## config.mk

```make
export PLATFORM = sky130hd
export DESIGN_NAME = pdm_serializer
export DESIGN_NICKNAME = d
export VERILOG_FILES = /design/src/rtl/pdm_serializer.sv
export SDC_FILE = /design/constraint.sdc
export NUM_CORES = 1
export LEC_CHECK = 0
export BUFFER_PORTS_ARGS = -buffer_cell sky130_fd_sc_hd__clkbuf_2
export CAP_MARGIN = 20
export CELL_PAD_IN_SITES_DETAIL_PLACEMENT = 1
export CELL_PAD_IN_SITES_GLOBAL_PLACEMENT = 2
export CORE_MARGIN = 1
export CORE_UTILIZATION = 36
export CTS_CLUSTER_SIZE = 14
export DETAILED_ROUTE_END_ITERATION = 16
export GPL_ROUTABILITY_DRIVEN = 0
export MAX_ROUTING_LAYER = met4
export PLACE_DENSITY_LB_ADDON = 0.1
export SLEW_MARGIN = 40
export SYNTH_ARGS = -nofsm -noshare
export SYNTH_HDL_FRONTEND = slang
export SYNTH_SLANG_ARGS = --single-unit
```

## constraint.sdc

```tcl
create_clock -name clock_i -period 2.85 [get_ports clock_i]
set_input_delay 0.1425 -clock clock_i [delete_from_list [all_inputs] [get_ports clock_i]]
set_output_delay 0.1425 -clock clock_i [all_outputs]
set_load 0.05 [all_outputs]
```

## src/rtl/pdm_serializer.sv

```systemverilog
// PDM transmit serializer: one-word-ahead holding register feeding a shift register
// that emits one bit per sampling period. Optional SERIALIZER_SIGMA_DELTA_EN macro.
module pdm_serializer #(
  parameter int WORD_LENGTH        = 16,
  parameter int SYSTEM_FREQUENCY   = 100000000,
  parameter int SAMPLING_FREQUENCY = 1000000
) (
  input  logic                   clock_i,
  input  logic                   reset_i,
  input  logic [WORD_LENGTH-1:0] data_i,
  input  logic                   valid_i,
  output logic                   ready_o,
  output logic                   pdm_data_o,
  output logic                   pdm_clk_o,
  output logic                   audio_sd_o,
  output logic                   underrun_o
);

  localparam int DIVIDE = SYSTEM_FREQUENCY / SAMPLING_FREQUENCY;
  localparam int DIV_W  = (DIVIDE > 1) ? $clog2(DIVIDE) : 1;
  localparam int IDX_W  = (WORD_LENGTH > 1) ? $clog2(WORD_LENGTH) : 1;

  localparam logic [DIV_W-1:0] DIV_LAST = DIV_W'(DIVIDE - 1);
  localparam logic [DIV_W-1:0] DIV_HALF = DIV_W'(DIVIDE / 2);
  localparam logic [IDX_W-1:0] IDX_LAST = IDX_W'(WORD_LENGTH - 1);

  typedef enum logic {
    ST_IDLE,
    ST_RUN
  } state_e;

  state_e                 state_q, state_d;
  logic [WORD_LENGTH-1:0] hold_q, hold_d;
  logic                   hold_valid_q, hold_valid_d;
  logic [WORD_LENGTH-1:0] active_q, active_d;
  logic [IDX_W-1:0]       bit_idx_q, bit_idx_d;
  logic [DIV_W-1:0]       div_cnt_q, div_cnt_d;
  logic                   pdm_data_q, pdm_data_d;
  logic                   pdm_clk_q, pdm_clk_d;
  logic                   audio_sd_q, audio_sd_d;
  logic                   underrun_q, underrun_d;

  logic                   tick;
  logic                   load;
  logic                   emit;
  logic                   emit_bit;
  logic [WORD_LENGTH-1:0] next_word;

`ifdef SERIALIZER_SIGMA_DELTA_EN
  localparam logic [WORD_LENGTH-1:0] MSB_MASK = {1'b1, {(WORD_LENGTH-1){1'b0}}};
  logic [WORD_LENGTH-1:0] acc_q, acc_d;
  logic [WORD_LENGTH:0]   sum;
`endif

  assign ready_o    = ~hold_valid_q;
  assign pdm_data_o = pdm_data_q;
  assign pdm_clk_o  = pdm_clk_q;
  assign audio_sd_o = audio_sd_q;
  assign underrun_o = underrun_q;

  always_comb begin
    // NOTE: every signal assigned here gets a default first, so no path can infer a latch.
    state_d      = state_q;
    hold_d       = hold_q;
    hold_valid_d = hold_valid_q;
    active_d     = active_q;
    bit_idx_d    = bit_idx_q;
    div_cnt_d    = div_cnt_q;
    pdm_data_d   = pdm_data_q;
    underrun_d   = 1'b0;
    tick         = (div_cnt_q == DIV_LAST);
    load         = 1'b0;
    emit         = 1'b0;
    next_word    = active_q;

    unique case (state_q)
      ST_IDLE: begin
        div_cnt_d = '0;
        load      = hold_valid_q;
      end
      ST_RUN: begin
        if (tick) begin
          div_cnt_d = '0;
          if (bit_idx_q == IDX_LAST) begin
            load = 1'b1;
          end else begin
            bit_idx_d = bit_idx_q + IDX_W'(1);
            emit      = 1'b1;
          end
        end else begin
          div_cnt_d = div_cnt_q + DIV_W'(1);
        end
      end
      default: ;
    endcase

    // A word boundary with nothing buffered sends silence rather than stalling the line.
    if (load) begin
      emit      = 1'b1;
      bit_idx_d = '0;
      div_cnt_d = '0;
      state_d   = ST_RUN;
      if (hold_valid_q) begin
        next_word    = hold_q;
        hold_valid_d = 1'b0;
      end else begin
        next_word  = '0;
        underrun_d = 1'b1;
      end
      active_d = next_word;
    end

    if (valid_i && !hold_valid_q) begin
      hold_d       = data_i;
      hold_valid_d = 1'b1;
    end

`ifdef SERIALIZER_SIGMA_DELTA_EN
    acc_d    = acc_q;
    sum      = {1'b0, acc_q} + {1'b0, next_word ^ MSB_MASK};
    emit_bit = sum[WORD_LENGTH];
    if (emit) acc_d = sum[WORD_LENGTH-1:0];
`else
    emit_bit = next_word[bit_idx_d];
`endif

    if (emit) pdm_data_d = emit_bit;
    pdm_clk_d  = (div_cnt_d >= DIV_HALF);
    audio_sd_d = (state_d == ST_RUN);
  end

  always_ff @(posedge clock_i) begin
    // NOTE: word registers are not reset; hold_valid_q and the load path gate every use of them.
    hold_q   <= hold_d;
    active_q <= active_d;
    if (reset_i) begin
      // NOTE: sequential state uses non-blocking assignments so all registers update together.
      state_q      <= ST_IDLE;
      hold_valid_q <= 1'b0;
      bit_idx_q    <= '0;
      div_cnt_q    <= '0;
      pdm_data_q   <= 1'b0;
      pdm_clk_q    <= 1'b0;
      audio_sd_q   <= 1'b0;
      underrun_q   <= 1'b0;
`ifdef SERIALIZER_SIGMA_DELTA_EN
      acc_q        <= '0;
`endif
    end else begin
      state_q      <= state_d;
      hold_valid_q <= hold_valid_d;
      bit_idx_q    <= bit_idx_d;
      div_cnt_q    <= div_cnt_d;
      pdm_data_q   <= pdm_data_d;
      pdm_clk_q    <= pdm_clk_d;
      audio_sd_q   <= audio_sd_d;
      underrun_q   <= underrun_d;
`ifdef SERIALIZER_SIGMA_DELTA_EN
      acc_q        <= acc_d;
`endif
    end
  end

endmodule

```

Yosys cells after proc, flatten, opt, wreduce, memory -nomap -nowiden:

Index checks and enable logic that the tools add are counted.

* $add $sub $neg: 2
* magnitude comparators: 2
* eq/ne operators: 2
* multiplexer cells: 21
* bitwise gates (word level): 3
* reduce and logical (&&, ||, !) cells: 4

Operators with widths (count)
* $mux 16: 2
* $mux 4: 4
* $mux 7: 2
* $pmux 7 s2: 1
* $mux 1: 10
* $add 7x1->7 const B: 1
* $eq 7x7->1 const B: 1
* $ge 7x6->1 const B: 1
* $lt 4x5->1 const B: 1
* $add 4x1->4 const B: 1
* $bmux 1 s4: 1
* $eq 4x4->1 const B: 1
* $not 1->1: 3
* $pmux 1 s2: 1
* $reduce_bool 2->1: 1
* $reduce_or 2->1: 1
* $logic_and 1x1->1: 1
* $logic_not 1->1: 1

* register bits: 48
* input port bits: 19
* output and inout port bits: 5
* word-level logic and storage cells: 43

Logic depth before layout (Yosys ltp):

Gate-level depths: netlist of run 1.

* depth after elaboration: 7
* gate-level depth with buffers: 9
* mapped depth without buffers: 8

Least setup slack after synthesis of run 1:

Ideal clock, no wire load.

* kind: flip-flop to flip-flop
* from: register div_cnt_q[0]
* to: register pdm_data_q, in the netlist pdm_data_o
* library setup time: 122 ps
* arrival time: 2027 ps
* data required time: 2728 ps
* slack: 701 ps
* cell stages (with the launch flop): 10
* buffers on the path: 1
* period minus slack after synthesis: 2149 ps
* cells stage by stage: dfxtp_1 ha_1 or4b_1 buf_6 nor4_4 a211oi_2 o21ai_0 o22ai_1 o31ai_1 o21ai_1

* longest elaborated chain between the ends: 6
* elaborated cells on any way between the ends: 12
* those cells by class: 1 x eq/ne; 11 x mux

RTL lines
* start, declared: RTL line 37 `logic [DIV_W-1:0] div_cnt_q, div_cnt_d;`
* start signal, assigned: RTL line 153 `div_cnt_q <= div_cnt_d;`
* $eq 7x7->1 (*): RTL line 71 `tick = (div_cnt_q == DIV_LAST);`
* $mux 1 or $mux 4 (tied branches): RTL line 82 `if (tick) begin`
* $pmux 1 s2 or $mux 4 (tied branches): RTL line 76 `unique case (state_q)`
* $mux 16 or $mux 4 (tied branches)
* $bmux 1 s4: RTL line 124 `emit_bit = next_word[bit_idx_d];`
* $mux 1 (not written as such): RTL line 124
* end signal, assigned: RTL line 154 `pdm_data_q <= pdm_data_d;`
* end, declared: RTL line 38 `logic pdm_data_q, pdm_data_d;`

Every way passes the cells marked *; elsewhere a longest branch is shown, timed or not. The select of a mux whose other input is x is not followed.
A chain may end at the register's enable or synchronous reset.

Worst setup path after layout of run 1:

Ends and elaborated chain as after synthesis.

==> results of run 1 <==
[final cells by class]
cell class                      instances  area, sq um
Clock buffer                            5        68.82
Clock inverter                          3        46.29
Fill cell                             641         3017
Inverter                                4        15.01
Multi-Input combinational cell        167        965.9
Sequential cell                        48         1121
Tap cell                               72        90.09
Timing Repair Buffer                   45        317.8
[critical path, stage by stage, from the launching register on]
cell and delay (ns):
dfxtp_1 0.38, ha_1 0.25, or4b_1 0.64, nor4_2 0.41, a211oi_1 0.17, o22ai_1 0.22, o22ai_1 0.11, o31ai_1 0.22
o21ai_1 0.10
[metrics by stage]
stage	utilization (%)	cell area, sq um
floorplan	-	2148
global placement	41.83	2360
detailed placement	41.83	2360
CTS	46.17	2605
global route	46.53	2625
finish	46.53	2625
[routing by layer]
metal / GRT usage, % / routed length, um / up-vias
met5: - / 0 / -
met4: 6.364 / 121 / 0
met3: 4.483 / 119 / 10
met2: 30.52 / 2367 / 25
met1: 27.04 / 2803 / 833
li1: - / - / 906
[power groups by stage]
stage          combinational [mW]  clock [mW]  sequential [mW]
2_1_floorplan               0.100           0            0.803
3_3_place_gp                0.147           0            0.813
3_5_place_dp                0.149           0            0.814
4_1_cts                     0.163       0.538            0.799
5_1_grt                     0.190       0.565            0.807
6_report                    0.165       0.515            0.798
[registers in the layout, summed over array words and instances (netlist names)]
| register | count |
|---|---|
| active_q | 16 |
| audio_sd_o | 1 |
| bit_idx_q | 4 |
| div_cnt_q | 7 |
| hold_q | 16 |
| hold_valid_q | 1 |
| pdm_clk_o | 1 |
| pdm_data_o | 1 |
| underrun_o | 1 |
[layout by cell type, fill, tap and decap left out, types with 4 or more instances in the layout]
cell type	count
nand3_1	6
and3_1	4
o211ai_1	4
o21ai_1	7
buf_4	7
nand2_1	40
nor2_1	24
o21ai_0	17
a21oi_1	10
inv_1	4
dlygate4sd3_1	15
edfxtp_1	16
clkbuf_2	23
clkbuf_8	5
dfxtp_1	32
nand2b_1	5
[what timing repair did]
| item | CTS | global route |
|---|---|---|
| gates resized for setup | 0 | 0 |
| hold buffers | 13 | 2 |
| endpoints found under the hold margin | 13 | 2 |
[logic make-up (layout without fill, tap and decap cells)]
family                     after synthesis  in the layout  synth area share, %
and+or+nand+nor                        101            101                24.11
adders and majority gates                2              2                1.165
buffers and inverters                   15             57                3.028
muxes                                    1              1               0.4659
AOI/OAI and AO/OA                       58             58                17.01
DFF                                     48             48                52.18
xor gates and xnor gates                 5              5                2.039
[path summary, 6_finish.rpt]
kind	start	end	slack [ns]	cells past startpoint
worst max-delay path	div_cnt_q[0]$_SDFF_PP0_	pdm_data_o$_SDFFE_PP0P_	0.24	8
worst min-delay path	data_i[11]	hold_q[11]$_DFFE_PP_	0.02	1
worst max register to register	div_cnt_q[0]$_SDFF_PP0_	pdm_data_o$_SDFFE_PP0P_	0.24	8
worst min register to register	active_q[11]$_DFF_P_	active_q[11]$_DFF_P_	0.46	2
==> impl_results.md, run 1 <==
* Global route total overflow at 0
* Initial antenna violation count at 0
* Syn nets at 251
* Number of setup buffers added after CTS at 0
* CTS tree: built
* Ranking of synthesized cells by area: dfxtp_1, edfxtp_1, nand2_1
* Via Count at 1,774
* Setup WS pre-CTS at 0.3459 ns
* Final wirelength at 5.412 mm
* CP max FO at 6
* Status: completed
* Std cell rows at 27
* Mapped Cells at 230
* Routed Antenna Nets at 0
* Post-synth ARST share at 0%
* Worst slew margin at 59.05%
* Pwr/cell area at 562.7 nW/um^2
* Total GRT Usage at 20.26%
* Number of synthesis warnings at 0
* IO Count at 24
* Port Buf Inserts at 23
* Avg WL per Cell at 15.73 um
* Final non-filler cell total at 344
* Total power draw at 1.477 mW
* Final #Nets at 292
* CP Launch Type: register
* Final-report setup violation count at 0
* P_sw at 381.7 uW
* Sw Share at 25.85%
* RSZ-0062 raised after global routing: false
* 1st-pass router iterations at 4
* Layout cells sized above 1 at 16.91%
* HPWL after DPL at 3.808 mm
* Dominant synthesized flop cell: dfxtp_1
* H-tree depth at 2
* Pin count of the biggest net entering global routing at 32
* Skew-Pair Late Insertion Delay at 0.31 ns
* Logic pwr share at 11.1%
* Worst hold path class: input port to register
* Fin. Hold Viols at 0
* Slew Viols, Final at 0
* Setup TNS at 0 ns
* Clock sink count at 48
* Post-route minimum period at 2.609 ns
* Starting density of the core at 38.08%
* ANT cells at 0
* Die W at 79.25 um
* Top cell type by total area after synthesis: dfxtp_1
* Post-synth top cells: nand2_1, dfxtp_1, nor2_1
* Peak VDD IR at 0.2510 mV
* Residual DRC at 0
* Sequential share of power at 54.0%
* Number of synthesized flops with an enable pin at 16
* Layout Skew at 0.01139 ns
* Fin crit share at 91.54%
* Hold Slack at 0.02218 ns
* Vias per cell at 5.157
* Clock power share at 34.9%
* CTS root buf: clkbuf_8
* Cts bufs inserted at 5
* # placed instances at 321
* Layout area overhead at 22.19%
* Internal cell power at 1.095 mW
* Avg Cell Area, Syn at 9.340 sq um
* #FFs+latches synth at 48
* Leak at 0.9457 nW
* Clock Pin Slew Worst Setup and Hold Paths at 0.10 ns
* Synth top area share at 29.82%
* CP Capture Type: register
* Core area at 5642 sq um
* Fin worst setup slack at 0.2411 ns
* Worst-Margin Slew at 0.6106 ns
* Data required time of the critical path at 3.05 ns
* Crit path DAT at 2.80 ns
* Max clock buf depth at 2
* Maxcap violations at 0
* Die area at 6281 sq um
* Number of global-route vias before repair at 1,878
* Setup Crit Path Kind: register to register
* Initial drt markers at 77
* Library cells used by synthesis at 49
* Chip Height at 79.25 um
* First-pass GRT wire length at 9.390 mm
* Mapped Area at 2148 sq um
* Max frequency at 0.3833 GHz
* Count leader, synth: nand2_1
* Seq/Total Area, Yosys at 52.18%
No activity file was read; power rests on OpenSTA's default activity.
==> run 2, diff against run 1 <==
--- a/config.mk
+++ b/config.mk
@@ -16,6 +16,7 @@
 export GPL_ROUTABILITY_DRIVEN = 0
 export MAX_ROUTING_LAYER = met4
 export PLACE_DENSITY_LB_ADDON = 0.1
+export RECOVER_POWER = 25
 export SLEW_MARGIN = 40
 export SYNTH_ARGS = -nofsm -noshare
 export SYNTH_HDL_FRONTEND = slang
==> constraint.sdc (replaced) <==
create_clock -name clock_i -period 2.7 [get_ports clock_i]
set_input_delay 0.135 -clock clock_i [delete_from_list [all_inputs] [get_ports clock_i]]
set_output_delay 0.135 -clock clock_i [all_outputs]
set_load 0.05 [all_outputs]
==> run 2 against run 1 <==
  * Critical path depth is the same
  * Critical endpoint unchanged
  * Non-clock buffer count stayed put
  * Clock skew about the same
==> impl_results.md, run 2 (synthesis gave the netlist of run 1 again) <==
* CP max FO at 6
* Setup TNS at 0 ns
* IO Count at 24
* Die W at 79.25 um
* Max frequency at 0.4034 GHz
* Worst-Margin Slew at 0.6214 ns
* Clock sink count at 48
* Die area at 6281 sq um
* Pwr/cell area at 619.6 nW/um^2
* Clock Pin Slew Worst Setup and Hold Paths at 0.09 ns
* Residual DRC at 0
* Core area at 5642 sq um
* Via Count at 1,791
* HPWL after DPL at 3.809 mm
* Setup Crit Path Kind: register to register
* Layout cells sized above 1 at 16.91%
* Status: completed
* Total GRT Usage at 19.25%
* Most common cell after layout, fill and taps aside: nand2_1
* RSZ-0062 raised after global routing: false
* ANT cells at 0
* Avg WL per Cell at 15.37 um
* Initial drt markers at 64
* Chip Height at 79.25 um
* Slowest cell on the critical path: a211oi_1
* Peak VDD IR at 0.3031 mV
* First-pass GRT wire length at 8.956 mm
* Final non-filler cell total at 344
* Slew Viols, Final at 0
* Layout Skew at 0.01128 ns
* CTS tree: built
* Final-report setup violation count at 0
* P_sw at 392.5 uW
* Skew-Pair Late Insertion Delay at 0.31 ns
* Registers with the most flip-flops: active_q (16), hold_q (16), div_cnt_q (7)
* Setup WS pre-CTS at 0.2156 ns
* Crit path DAT at 2.71 ns
* CP Capture Type: register
* # placed instances at 321
* Starting density of the core at 38.08%
* Pin count of the biggest net entering global routing at 32
* 1st-pass router iterations at 4
* Worst stage delay on the critical path at 0.52 ns
* CTS root buf: clkbuf_8
* Number of global-route vias before repair at 1,788
* Data required time of the critical path at 2.93 ns
* Number of setup buffers added after CTS at 0
* Sw Share at 23.90%
* Sequential share of power at 51.3%
* Clock power share at 38.2%
* Fin crit share at 91.80%
* Port Buf Inserts at 23
* Std cell rows at 27
* Final #Nets at 292
* Internal cell power at 1.249 mW
* Worst path most repeated cell: o211ai_1
* Logic pwr share at 10.5%
* Fin worst setup slack at 0.2214 ns
* Initial antenna violation count at 0
* Fin. Hold Viols at 0
* Worst slew margin at 58.32%
* Post-route minimum period at 2.479 ns
* Max clock buf depth at 2
* Final wirelength at 5.288 mm
* Leak at 0.9592 nW
* H-tree depth at 2
* Commonest non-fill, non-tap cells in the layout: nand2_1, dfxtp_1, nor2_1, clkbuf_2, o21ai_0
* Critical path cell sequence: ha_1 -> and3_1 -> nor4_2 -> a211oi_1 -> o22ai_1 -> o211ai_1 -> o211ai_1 -> o21ai_1
* Vias per cell at 5.206
* Cts bufs inserted at 5
* Maxcap violations at 0
* Layout area overhead at 23.35%
* Worst hold path class: input port to register
* Global route total overflow at 0
* Routed Antenna Nets at 0
* CP Launch Type: register
==> run 2: cell type report <==
class                   instances  area (sq um)
fillers                       653          2992
flip-flops and latches         48          1121
multi-input cells             167         969.7
repair buffers                 45         316.6
clock inverters                 3         68.82
clock buffers                   5         68.82
well taps                      72         90.09
inverters                       4         15.01
==> run 2: metal layers <==
layer	up-vias	global-route usage [%]	wire length [um]
li1	912	-	-
met1	852	25.56	2674
met2	21	30.60	2455
met3	6	3.448	119
met4	0	4.364	38
met5	-	-	0
==> run 2: path summary, 6_finish.rpt <==
| kind | cells past startpoint | slack [ns] | start | end |
|---|---|---|---|---|
| worst min register to register | 2 | 0.46 | active_q[13]$_DFF_P_ | active_q[13]$_DFF_P_ |
| worst min-delay path | 1 | 0.01 | data_i[12] | hold_q[12]$_DFFE_PP_ |
| worst max-delay path | 8 | 0.22 | bit_idx_q[1]$_SDFF_PP0_ | pdm_data_o$_SDFFE_PP0P_ |
| worst max register to register | 8 | 0.22 | bit_idx_q[1]$_SDFF_PP0_ | pdm_data_o$_SDFFE_PP0P_ |
==> run 2: repair_timing <==
| item | 4_1_cts | 5_1_grt |
|---|---|---|
| hold buffers | 12 | 3 |
| setup endpoints to repair | 0 | 1 |
| gates resized for setup | 0 | 1 |
| endpoints found under the hold margin | 12 | 3 |
==> run 2: metrics by stage <==
stage	hold slack [ns]	power, mW	util (%)	cell area [sq um]
2_1_floorplan	0.2339	0.9532	-	2148
3_3_place_gp	0.3121	1.014	41.83	2360
3_5_place_dp	0.3139	1.017	41.83	2360
4_1_cts	0.0001091	1.655	46.40	2618
5_1_grt	0.006064	1.718	46.97	2650
6_report	0.01155	1.642	46.97	2650
==> run 2: critical path: cells and delay by family, from the launching register on <==
family          cells  cell delay, ns
flops               1            0.47
fa+ha+maj           1            0.29
simple gates        2            0.52
compound gates      5            1.14
==> run 2: power by group through the flow <==
stage / clock network [mW] / logic [mW] / registers, mW
2_1_floorplan: 0 / 0.106 / 0.847
3_3_place_gp: 0 / 0.156 / 0.859
3_5_place_dp: 0 / 0.157 / 0.860
4_1_cts: 0.639 / 0.172 / 0.843
5_1_grt: 0.671 / 0.197 / 0.849
6_report: 0.628 / 0.173 / 0.842
